===== src/rtl/loader_pkg.sv =====
// Shared types and constants for the program loader.
// PROGRAM_LOADER_CHECKSUM_EN adds a trailing XOR checksum byte (CHECK state).
package loader_pkg;

  localparam int BYTES_PER_WORD = 4;
  localparam int LEN_WIDTH      = 16;

  typedef enum logic [2:0] {
    S_IDLE,
    S_LEN_HI,
    S_LEN_LO,
    S_DATA,
    S_CHECK,
    S_FINISH,
    S_DONE,
    S_ERROR
  } state_t;

`ifdef PROGRAM_LOADER_CHECKSUM_EN
  localparam state_t S_AFTER_PAYLOAD = S_CHECK;
`else
  localparam state_t S_AFTER_PAYLOAD = S_FINISH;
`endif

  // States in which the byte stream is allowed to transfer.
  function automatic logic takes_bytes(input state_t s);
`ifdef PROGRAM_LOADER_CHECKSUM_EN
    return (s == S_LEN_HI) || (s == S_LEN_LO) || (s == S_DATA) || (s == S_CHECK);
`else
    return (s == S_LEN_HI) || (s == S_LEN_LO) || (s == S_DATA);
`endif
  endfunction

endpackage


===== src/rtl/program_loader_if.sv =====
// Byte-stream input and instruction-memory write port of the program loader.
// master = host/stream side, slave = loader side.
interface program_loader_if #(
  parameter int ADDR_WIDTH = 8
);

  logic                  in_valid;
  logic [7:0]            in_data;
  logic                  out_ready;
  logic                  out_wr_en;
  logic [ADDR_WIDTH-1:0] out_wr_addr;
  logic [31:0]           out_wr_data;

  modport master (
    output in_valid, in_data,
    input  out_ready, out_wr_en, out_wr_addr, out_wr_data
  );

  modport slave (
    input  in_valid, in_data,
    output out_ready, out_wr_en, out_wr_addr, out_wr_data
  );

endinterface


===== src/rtl/word_assembler.sv =====
// Packs accepted bytes MSB-first into 32-bit words; word_vld_o pulses one cycle
// after the 4th byte, and the held word stays stable while the next one shifts in.
module word_assembler
  import loader_pkg::*;
(
  input  logic        clk,
  input  logic        rst,
  input  logic        clr_i,
  input  logic        byte_vld_i,
  input  logic [7:0]  byte_dat_i,
  output logic        byte_last_o,
  output logic        word_vld_o,
  output logic [31:0] word_dat_o
);

  localparam int CW = $clog2(BYTES_PER_WORD);

  logic [CW-1:0] cnt_q;
  logic [23:0]   shift_q;
  logic [31:0]   word_q;
  logic          word_vld_q;

  assign byte_last_o = byte_vld_i && (cnt_q == CW'(BYTES_PER_WORD - 1));

  always_ff @(posedge clk) begin
    if (rst || clr_i) begin
      cnt_q      <= '0;
      shift_q    <= '0;
      word_q     <= '0;
      word_vld_q <= 1'b0;
    end else begin
      word_vld_q <= byte_last_o;
      if (byte_vld_i) begin
        shift_q <= {shift_q[15:0], byte_dat_i};
        cnt_q   <= cnt_q + CW'(1);
      end
      if (byte_last_o) begin
        word_q <= {shift_q, byte_dat_i};
      end
    end
  end

  assign word_vld_o = word_vld_q;
  assign word_dat_o = word_q;

endmodule


===== src/rtl/program_loader.sv =====
// Loads a length-prefixed big-endian word image into instruction memory and holds
// the CPU in reset until it completes. PROGRAM_LOADER_CHECKSUM_EN adds a checksum byte.
module program_loader
  import loader_pkg::*;
#(
  parameter int ADDR_WIDTH = 8,
  parameter int BASE_ADDR  = 0
) (
  input  logic                 clk,
  input  logic                 rst,
  input  logic                 in_start,
  program_loader_if.slave      bus,
  output logic                 out_cpu_hold,
  output logic                 out_busy,
  output logic                 out_done,
  output logic                 out_error,
  output logic [LEN_WIDTH-1:0] out_word_count
);

  localparam logic [LEN_WIDTH:0] DEPTH = (LEN_WIDTH + 1)'(1) << ADDR_WIDTH;

  state_t                state_q, state_d;
  logic                  ready_q, busy_q, done_q, error_q, hold_q;
  logic [LEN_WIDTH-1:0]  len_q, word_cnt_q, len_rx;
  logic [ADDR_WIDTH-1:0] wr_addr_q;
  logic                  byte_acc, data_acc, start_acc;
  logic                  byte_last, word_vld;
  logic [31:0]           word_dat;
`ifdef PROGRAM_LOADER_CHECKSUM_EN
  logic [7:0]            csum_q;
`endif

  // ready_q is registered from the next state, so it always matches state_q.
  assign byte_acc  = bus.in_valid && ready_q;
  assign data_acc  = byte_acc && (state_q == S_DATA);
  assign start_acc = in_start && (state_q inside {S_IDLE, S_DONE, S_ERROR});
  assign len_rx    = {len_q[LEN_WIDTH-1 -: 8], bus.in_data};

  word_assembler u_asm (
    .clk         (clk),
    .rst         (rst),
    .clr_i       (start_acc),
    .byte_vld_i  (data_acc),
    .byte_dat_i  (bus.in_data),
    .byte_last_o (byte_last),
    .word_vld_o  (word_vld),
    .word_dat_o  (word_dat)
  );

  always_comb begin
    state_d = state_q;
    case (state_q)
      S_IDLE, S_DONE, S_ERROR: if (in_start) state_d = S_LEN_HI;
      S_LEN_HI: if (byte_acc) state_d = S_LEN_LO;
      S_LEN_LO: begin
        if (byte_acc) begin
          if (len_rx == '0)                     state_d = S_AFTER_PAYLOAD;
          else if ({1'b0, len_rx} > DEPTH)      state_d = S_ERROR;
          else                                  state_d = S_DATA;
        end
      end
      S_DATA: begin
        if (byte_last && (word_cnt_q == len_q - LEN_WIDTH'(1))) state_d = S_AFTER_PAYLOAD;
      end
`ifdef PROGRAM_LOADER_CHECKSUM_EN
      S_CHECK: begin
        if (byte_acc) state_d = (bus.in_data == csum_q) ? S_DONE : S_ERROR;
      end
`endif
      S_FINISH: state_d = S_DONE;
      default:  state_d = S_IDLE;
    endcase
  end

  always_ff @(posedge clk) begin
    if (rst) begin
      state_q    <= S_IDLE;
      ready_q    <= 1'b0;
      busy_q     <= 1'b0;
      done_q     <= 1'b0;
      error_q    <= 1'b0;
      hold_q     <= 1'b1;
      len_q      <= '0;
      word_cnt_q <= '0;
      wr_addr_q  <= '0;
`ifdef PROGRAM_LOADER_CHECKSUM_EN
      csum_q     <= '0;
`endif
    end else begin
      state_q <= state_d;
      ready_q <= takes_bytes(state_d);
      busy_q  <= state_d inside {S_LEN_HI, S_LEN_LO, S_DATA, S_CHECK, S_FINISH};
      done_q  <= (state_d == S_DONE);
      error_q <= (state_d == S_ERROR);
      hold_q  <= (state_d != S_DONE);

      if (start_acc) begin
        word_cnt_q <= '0;
`ifdef PROGRAM_LOADER_CHECKSUM_EN
        csum_q     <= '0;
`endif
      end
      if (byte_acc && (state_q == S_LEN_HI)) len_q[LEN_WIDTH-1 -: 8] <= bus.in_data;
      if (byte_acc && (state_q == S_LEN_LO)) len_q[7:0] <= bus.in_data;
`ifdef PROGRAM_LOADER_CHECKSUM_EN
      if (data_acc) csum_q <= csum_q ^ bus.in_data;
`endif
      // Address is latched with the last byte so it is valid for the whole pulse.
      if (byte_last) begin
        word_cnt_q <= word_cnt_q + LEN_WIDTH'(1);
        wr_addr_q  <= ADDR_WIDTH'(BASE_ADDR) + word_cnt_q[ADDR_WIDTH-1:0];
      end
    end
  end

  assign bus.out_ready   = ready_q;
  assign bus.out_wr_en   = word_vld;
  assign bus.out_wr_addr = wr_addr_q;
  assign bus.out_wr_data = word_dat;
  assign out_cpu_hold    = hold_q;
  assign out_busy        = busy_q;
  assign out_done        = done_q;
  assign out_error       = error_q;
  assign out_word_count  = word_cnt_q;

endmodule


===== src/flat_wrapper.sv =====
// flat-port wrapper written by rule: the top's interface ports become plain ports
module program_loader_flat import loader_pkg::*;
#(
  parameter int ADDR_WIDTH = 8,
  parameter int BASE_ADDR  = 0
)
  (clk, rst, in_start, out_cpu_hold, out_busy, out_done, out_error, out_word_count, bus_in_valid, bus_in_data, bus_out_ready, bus_out_wr_en, bus_out_wr_addr, bus_out_wr_data);
  program_loader_if #(.ADDR_WIDTH(ADDR_WIDTH)) bus_i ();
  input  logic clk;
  input  logic rst;
  input  logic in_start;
  output logic out_cpu_hold;
  output logic out_busy;
  output logic out_done;
  output logic out_error;
  output logic [LEN_WIDTH-1:0] out_word_count;
  input wire logic [$bits(bus_i.in_valid)-1:0] bus_in_valid;
  input wire logic [$bits(bus_i.in_data)-1:0] bus_in_data;
  output wire logic [$bits(bus_i.out_ready)-1:0] bus_out_ready;
  output wire logic [$bits(bus_i.out_wr_en)-1:0] bus_out_wr_en;
  output wire logic [$bits(bus_i.out_wr_addr)-1:0] bus_out_wr_addr;
  output wire logic [$bits(bus_i.out_wr_data)-1:0] bus_out_wr_data;
  assign bus_i.in_valid = bus_in_valid;
  assign bus_i.in_data = bus_in_data;
  assign bus_out_ready = bus_i.out_ready;
  assign bus_out_wr_en = bus_i.out_wr_en;
  assign bus_out_wr_addr = bus_i.out_wr_addr;
  assign bus_out_wr_data = bus_i.out_wr_data;
  program_loader #(.ADDR_WIDTH(ADDR_WIDTH), .BASE_ADDR(BASE_ADDR)) u_core (.clk(clk), .rst(rst), .in_start(in_start), .bus(bus_i), .out_cpu_hold(out_cpu_hold), .out_busy(out_busy), .out_done(out_done), .out_error(out_error), .out_word_count(out_word_count));
endmodule

===== config.mk =====
export PLATFORM = sky130hd
export DESIGN_NAME = program_loader_flat
export DESIGN_NICKNAME = d
export VERILOG_FILES = /design/src/rtl/loader_pkg.sv /design/src/rtl/program_loader_if.sv /design/src/rtl/word_assembler.sv /design/src/rtl/program_loader.sv /design/src/flat_wrapper.sv
export SDC_FILE = /design/constraint.sdc
export NUM_CORES = 1
export LEC_CHECK = 0
export ABC_AREA = 1
export BUFFER_PORTS_ARGS = -buffer_cell sky130_fd_sc_hd__buf_2
export CAP_MARGIN = 0
export CORE_MARGIN = 2
export CORE_UTILIZATION = 39
export CTS_CLUSTER_DIAMETER = 50
export CTS_CLUSTER_SIZE = 20
export DETAILED_ROUTE_END_ITERATION = 10
export HOLD_SLACK_MARGIN = 0.02
export PLACE_DENSITY = 0.62
export REMOVE_ABC_BUFFERS = 1
export SLEW_MARGIN = 40
export SYNTH_ARGS = -nofsm -noshare
export SYNTH_HDL_FRONTEND = slang
export SYNTH_HIERARCHICAL = 1
export SYNTH_SLANG_ARGS = --single-unit

===== constraint.sdc =====
create_clock -name clk -period 2.3 [get_ports clk]
set_input_delay 0 -clock clk [delete_from_list [all_inputs] [get_ports clk]]
set_output_delay 0 -clock clk [all_outputs]
set_load 0.01 [all_outputs]

Yosys cells after proc, flatten, opt, wreduce, memory -nomap -nowiden
Index checks and enable logic that the tools add are counted.
Widths: inputs -> output; s select.
Operators by class
  muxes and demuxes: 9
  magnitude comparators: 1
  reduce and logical (&&, ||, !) cells: 16
  add/subtract/negate cells: 3
  equality and inequality tests: 16
Operators by type and width (count)
  $mux 16: 2
  $eq 3x3->1 const B: 7
  $mux 3: 6
  $add 16x1->16 const B: 1
  $eq 16x16->1: 1
  $gt 16x9->1 const B: 1
  $logic_not 16->1: 1
  $sub 16x1->16 const B: 1
  $pmux 3 s5: 1
  $eq 3x2->1 const B: 4
  $logic_and 1x1->1: 7
  $eq 3x1->1 const B: 2
  $reduce_bool 5->1: 1
  $logic_not 3->1: 1
  $logic_or 1x1->1: 3
  $ne 3x3->1 const B: 1
  $reduce_bool 3->1: 1
  $reduce_or 3->1: 1
  $add 2x1->2 const B: 1
  $eq 2x2->1 const B: 1
  $reduce_bool 2->1: 1
Word-level totals
  bits in registers: 107
  input bits: 12
  word-level logic and storage cells: 59
  output and inout port bits: 62

Longest topological paths before layout
  depth after elaboration: 9
  mapped depth: 22

Modules after synthesis
The synthesis kept the hierarchy.
By module, submodules not included
  program_loader: sequential area each 960.9 um^2, cells an instance 408, area each 2640.0 um^2, times used 1
  word_assembler: sequential area each 1181.1 um^2, cells an instance 291, area each 2197.1 um^2, times used 1

Worst setup path after synthesis
No wires, ideal clock.
  kind: register to register
  start: register u_core.state_q[1]
  end: register u_core.busy_q, in the netlist u_core/out_busy
  clock period less this slack: 2359 ps
  data required time: 2186 ps
  arrival: 2245 ps
  setup time: 114 ps
  stages on the path, launching flop included: 22
  path slack: -59 ps
  path through: dfxtp_1 > inv_1 > nor2_1 > inv_1 > nor3_1 > nand2_2 > inv_2 > buf_2 > buf_2 > nand2_1 > nand2_1 > nand4_1 > nor2_1 > nand2_1 > nor2_1 > nand2_1 > nor2_2 > nand4_2 > nand2_1 > nor2_1 > nand2_1 > nand2_1
On the way
  longest elaborated chain between the ends: 8
  elaborated cells on any way between the ends: 22
  classes of those cells: eq/ne (11); mux (5); reduce/logical (6)
RTL lines
  start, declared: RTL line program_loader.sv:22  | state_t state_q, state_d;
  start signal, assigned: RTL line program_loader.sv:90  | state_q <= state_d;
  $eq 3x2->1 *: RTL line program_loader.sv:35  | assign data_acc = byte_acc && (state_q == S_DATA);
  $logic_and 1x1->1 *: RTL line program_loader.sv:35
  net u_core.data_acc: RTL line program_loader.sv:26  | logic byte_acc, data_acc, start_acc;
  $logic_and 1x1->1 *: RTL line word_assembler.sv:23  | assign byte_last_o = byte_vld_i && (cnt_q == CW'(BYTES_PER_WORD - 1));
  net u_core.byte_last: RTL line program_loader.sv:27  | logic byte_last, word_vld;
  $logic_and 1x1->1 *: RTL line program_loader.sv:63  | if (byte_last && (word_cnt_q == len_q - LEN_WIDTH'(1))) state_d = S_AFTER_PAYLOAD;
  $mux 3 *: RTL line program_loader.sv:63
  $pmux 3 s5 *: RTL line program_loader.sv:52  | case (state_q)
  $eq 3x1->1, or another cell as far along: RTL line program_loader.sv:92  | busy_q <= state_d inside {S_LEN_HI, S_LEN_LO, S_DATA, S_CHECK, S_FINISH};
  $reduce_bool 5->1 *: RTL line program_loader.sv:92
  end signal, assigned: RTL line program_loader.sv:92
  end, declared: RTL line program_loader.sv:23  | logic ready_q, busy_q, done_q, error_q, hold_q;
Mark *: on every way through the listed nets, which the timed path passes. The rest lies on a longest branch.
A chain may end at the register's enable or synchronous reset.

Worst setup path in the final report
Ends and elaborated chain as after synthesis.

==> results_dict.tcl <==
set metrics [dict create \
    status "finished clean" \
    synth_flop_cell "dfxtp_1" \
    slowest_delay_ns 0.35 \
    period_needed_ns 2.16 \
    grt.overflow.total 0 \
    crit_chain "inv_2 > nor2_4 > inv_2 > nor3_4 > nand2_2 > inv_4 > nand2_4 > nand2_2 > nand4_1 > nor2_1 > nand2_1 > nor2_1 > nand2_1 > nor2_2 > nand3_1 > nand2_2 > nand4_1 > nand2_1 > nand2_1" \
    rsz0062_at_grt "true" \
    ant_nets 0 \
    gp_congestion 0.853 \
    grt_pass1_wl_um 19900 \
    grt_max_degree 75 \
    hold_violations 0 \
    start_util 0.401 \
    endpoint_kind "flip-flop" \
    numCtsBuffers 9 \
    tightest_slew_ns 0.666 \
    pin_count 74 \
    clock-root-buffer "clkbuf_16" \
    drt-initial-drc-count 323 \
    dp_slack_ns 0.0440 \
    vias 4595 \
    fin_worst_skew_ns 0.00614 \
    power_density_mw_per_mm2 681 \
    drc_errors 0 \
    dieHeight_um 115 \
    yosysWarnings 6 \
    synthToLayoutAreaGrowth_pct 19.6 \
    drv_cap 0 \
    clock_sinks 107 \
    fin_ws_ns 0.141 \
    path_clk_slew_ns 0.07 \
    r2r_setup_slack_ns 0.14 \
    slew_violations 0 \
    period_share 0.939 \
    dp_hpwl_um 8290 \
    rows 40 \
    crit_type "reg2reg" \
    routed_wl_um 12000 \
    viasPerCell 4.84 \
    clock_latency_ns 0.36 \
    synthArstFlopShare 0 \
    hold_class "in2reg" \
    path_buf_inv 3 \
    max_clock_freq_mhz 463 \
    io_buffers 73 \
    yosys.cell_types.count 37 \
    cp-start-kind "flip-flop" \
    final_common_cell "nand2_1" \
    crit_fanout 5 \
    critPathSlowestCell "dfxtp_2" \
    n_fill_cell 1212 \
    htree_levels 3 \
    synth.avg_cell_area_um2 6.92 \
    synth_area_mm2 0.00484 \
    arrival_ns 2.42 \
    required_ns 2.56 \
    num-nets-final 791 \
    antenna_found_initial 0 \
    leakage_uw 0.00285 \
    grt.total_usage 0.188 \
    die_w_um 115 \
    path_common_cell "nand2_1" \
    cts_tree "yes" \
    peakVddDrop_v 0.000589 \
    final_cell_mix "nand2_1, nor2_1, dfxtp_1" \
    cp_top_family "simple AND/OR/NAND/NOR gates" \
    synth_edf_count 0 \
    grt_pass1_vias 4217 \
    final_util 0.480 \
    die_area_mm2 0.0133 \
    cts_max_path_buffers 2 \
    dr.pass1.iters 5 \
    drive_gt1_frac 0.175 \
    fin_total_pwr_uw 3940 \
    ys_seq_area_frac 0.443 \
    fp.coreArea_mm2 0.0121 \
    antenna_cells 0 \
    synth-seq-cells 107 \
    netlist_instances 699 \
    post_drt_wl_per_cell_um 12.7 \
    max_slew_margin 0.556 \
    setup_violations 0 \
]
[stage by stage]
stage	cells	instance area [um2]	setup TNS, ns	hold WS, ns
2_1_floorplan	672	4680	-136.11	0.0683
3_5_place_dp	923	5340	0	0.302
4_1_cts	947	5720	0	0.0784
5_1_grt	949	5780	-0.415	0.106
3_3_place_gp	923	5340	0	0.293
6_report	949	5780	0	0.0973
[final timing paths]
path	from	depth (start not counted)	endpoint
setup / recovery	u_core/state_q[1]$_SDFF_PP0_	19	u_core/out_busy$_SDFF_PP0_
hold / removal	rst	2	u_core/bus.out_wr_addr[7]$_SDFFE_PP0P_
setup reg to reg	u_core/state_q[1]$_SDFF_PP0_	19	u_core/out_busy$_SDFF_PP0_
hold reg to reg	u_core/bus.out_wr_addr[7]$_SDFFE_PP0P_	2	u_core/bus.out_wr_addr[7]$_SDFFE_PP0P_
[flip-flops by register name, summed over array words and instances, names as in the netlist, 2 cells and up]
| register | cells |
|---|---|
| u_core/len_q | 16 |
| u_core/bus.out_wr_addr | 8 |
| u_core/state_q | 3 |
| u_core/u_asm/word_dat_o | 32 |
| u_core/u_asm/shift_q | 24 |
| u_core/u_asm/cnt_q | 2 |
| u_core/out_word_count | 16 |
[report_power, final]
group	leakage, uW	switching [uW]	total [uW]	internal (uW)
registers	0.000864	27.2	1910	1880
clock network	0.000145	728	1580	857
logic	0.00184	292	449	157
[cell usage after synthesis, drive strengths merged, types with 4 or more instances]
| cell type | number | share of area |
|---|---|---|
| o21ai | 57 | 0.059 |
| nor2 | 151 | 0.12 |
| inv | 74 | 0.057 |
| dfxtp | 107 | 0.44 |
| nand4 | 7 | 0.010 |
| nor3 | 7 | 0.0093 |
| xor2 | 8 | 0.014 |
| nand2 | 150 | 0.12 |
| nand3 | 57 | 0.059 |
| a21oi | 32 | 0.035 |
| buf | 19 | 0.027 |
| a31oi | 4 | 0.0052 |
| clkbuf | 8 | 0.0062 |
[what timing repair did]
action	4_1_cts	5_1_grt
setup buffers	0	2
resized for setup	0	16
hold buffers	8	0
setup endpoints to repair	0	9
hold endpoints to repair	29	0
[area by class of cell]
| type | count | area (um2) | share of cell area |
|---|---|---|---|
| multi-input combinational | 491 | 2310 | 0.400 |
| sequential | 107 | 2140 | 0.371 |
| timing repair buffer | 93 | 536 | 0.0926 |
| inverter | 74 | 280 | 0.0485 |
| clock buffer | 10 | 229 | 0.0396 |
| tap | 168 | 210 | 0.0363 |
| clock inverter | 6 | 71.3 | 0.0123 |
[layer usage]
metal / part of all wire / wire length [um] / vias to the layer above / track usage
li1: - / - / 2373 / -
met1: 0.46 / 5520 / 2087 / 0.243
met2: 0.47 / 5640 / 121 / 0.304
met3: 0.057 / 686 / 14 / 0.0432
met4: 0.017 / 201 / 0 / 0.0739
met5: 0 / 0 / - / 0
[logic make-up after synthesis]
kind of cell,synth area share
AOI/OAI and AO/OA,0.113
DFF,0.443
xor gates and xnor gates,0.0199
and+or+nand+nor,0.326
buffers and inverters,0.0903
adders and majority gates,0.00776
No activity file was read; power rests on OpenSTA's default activity.
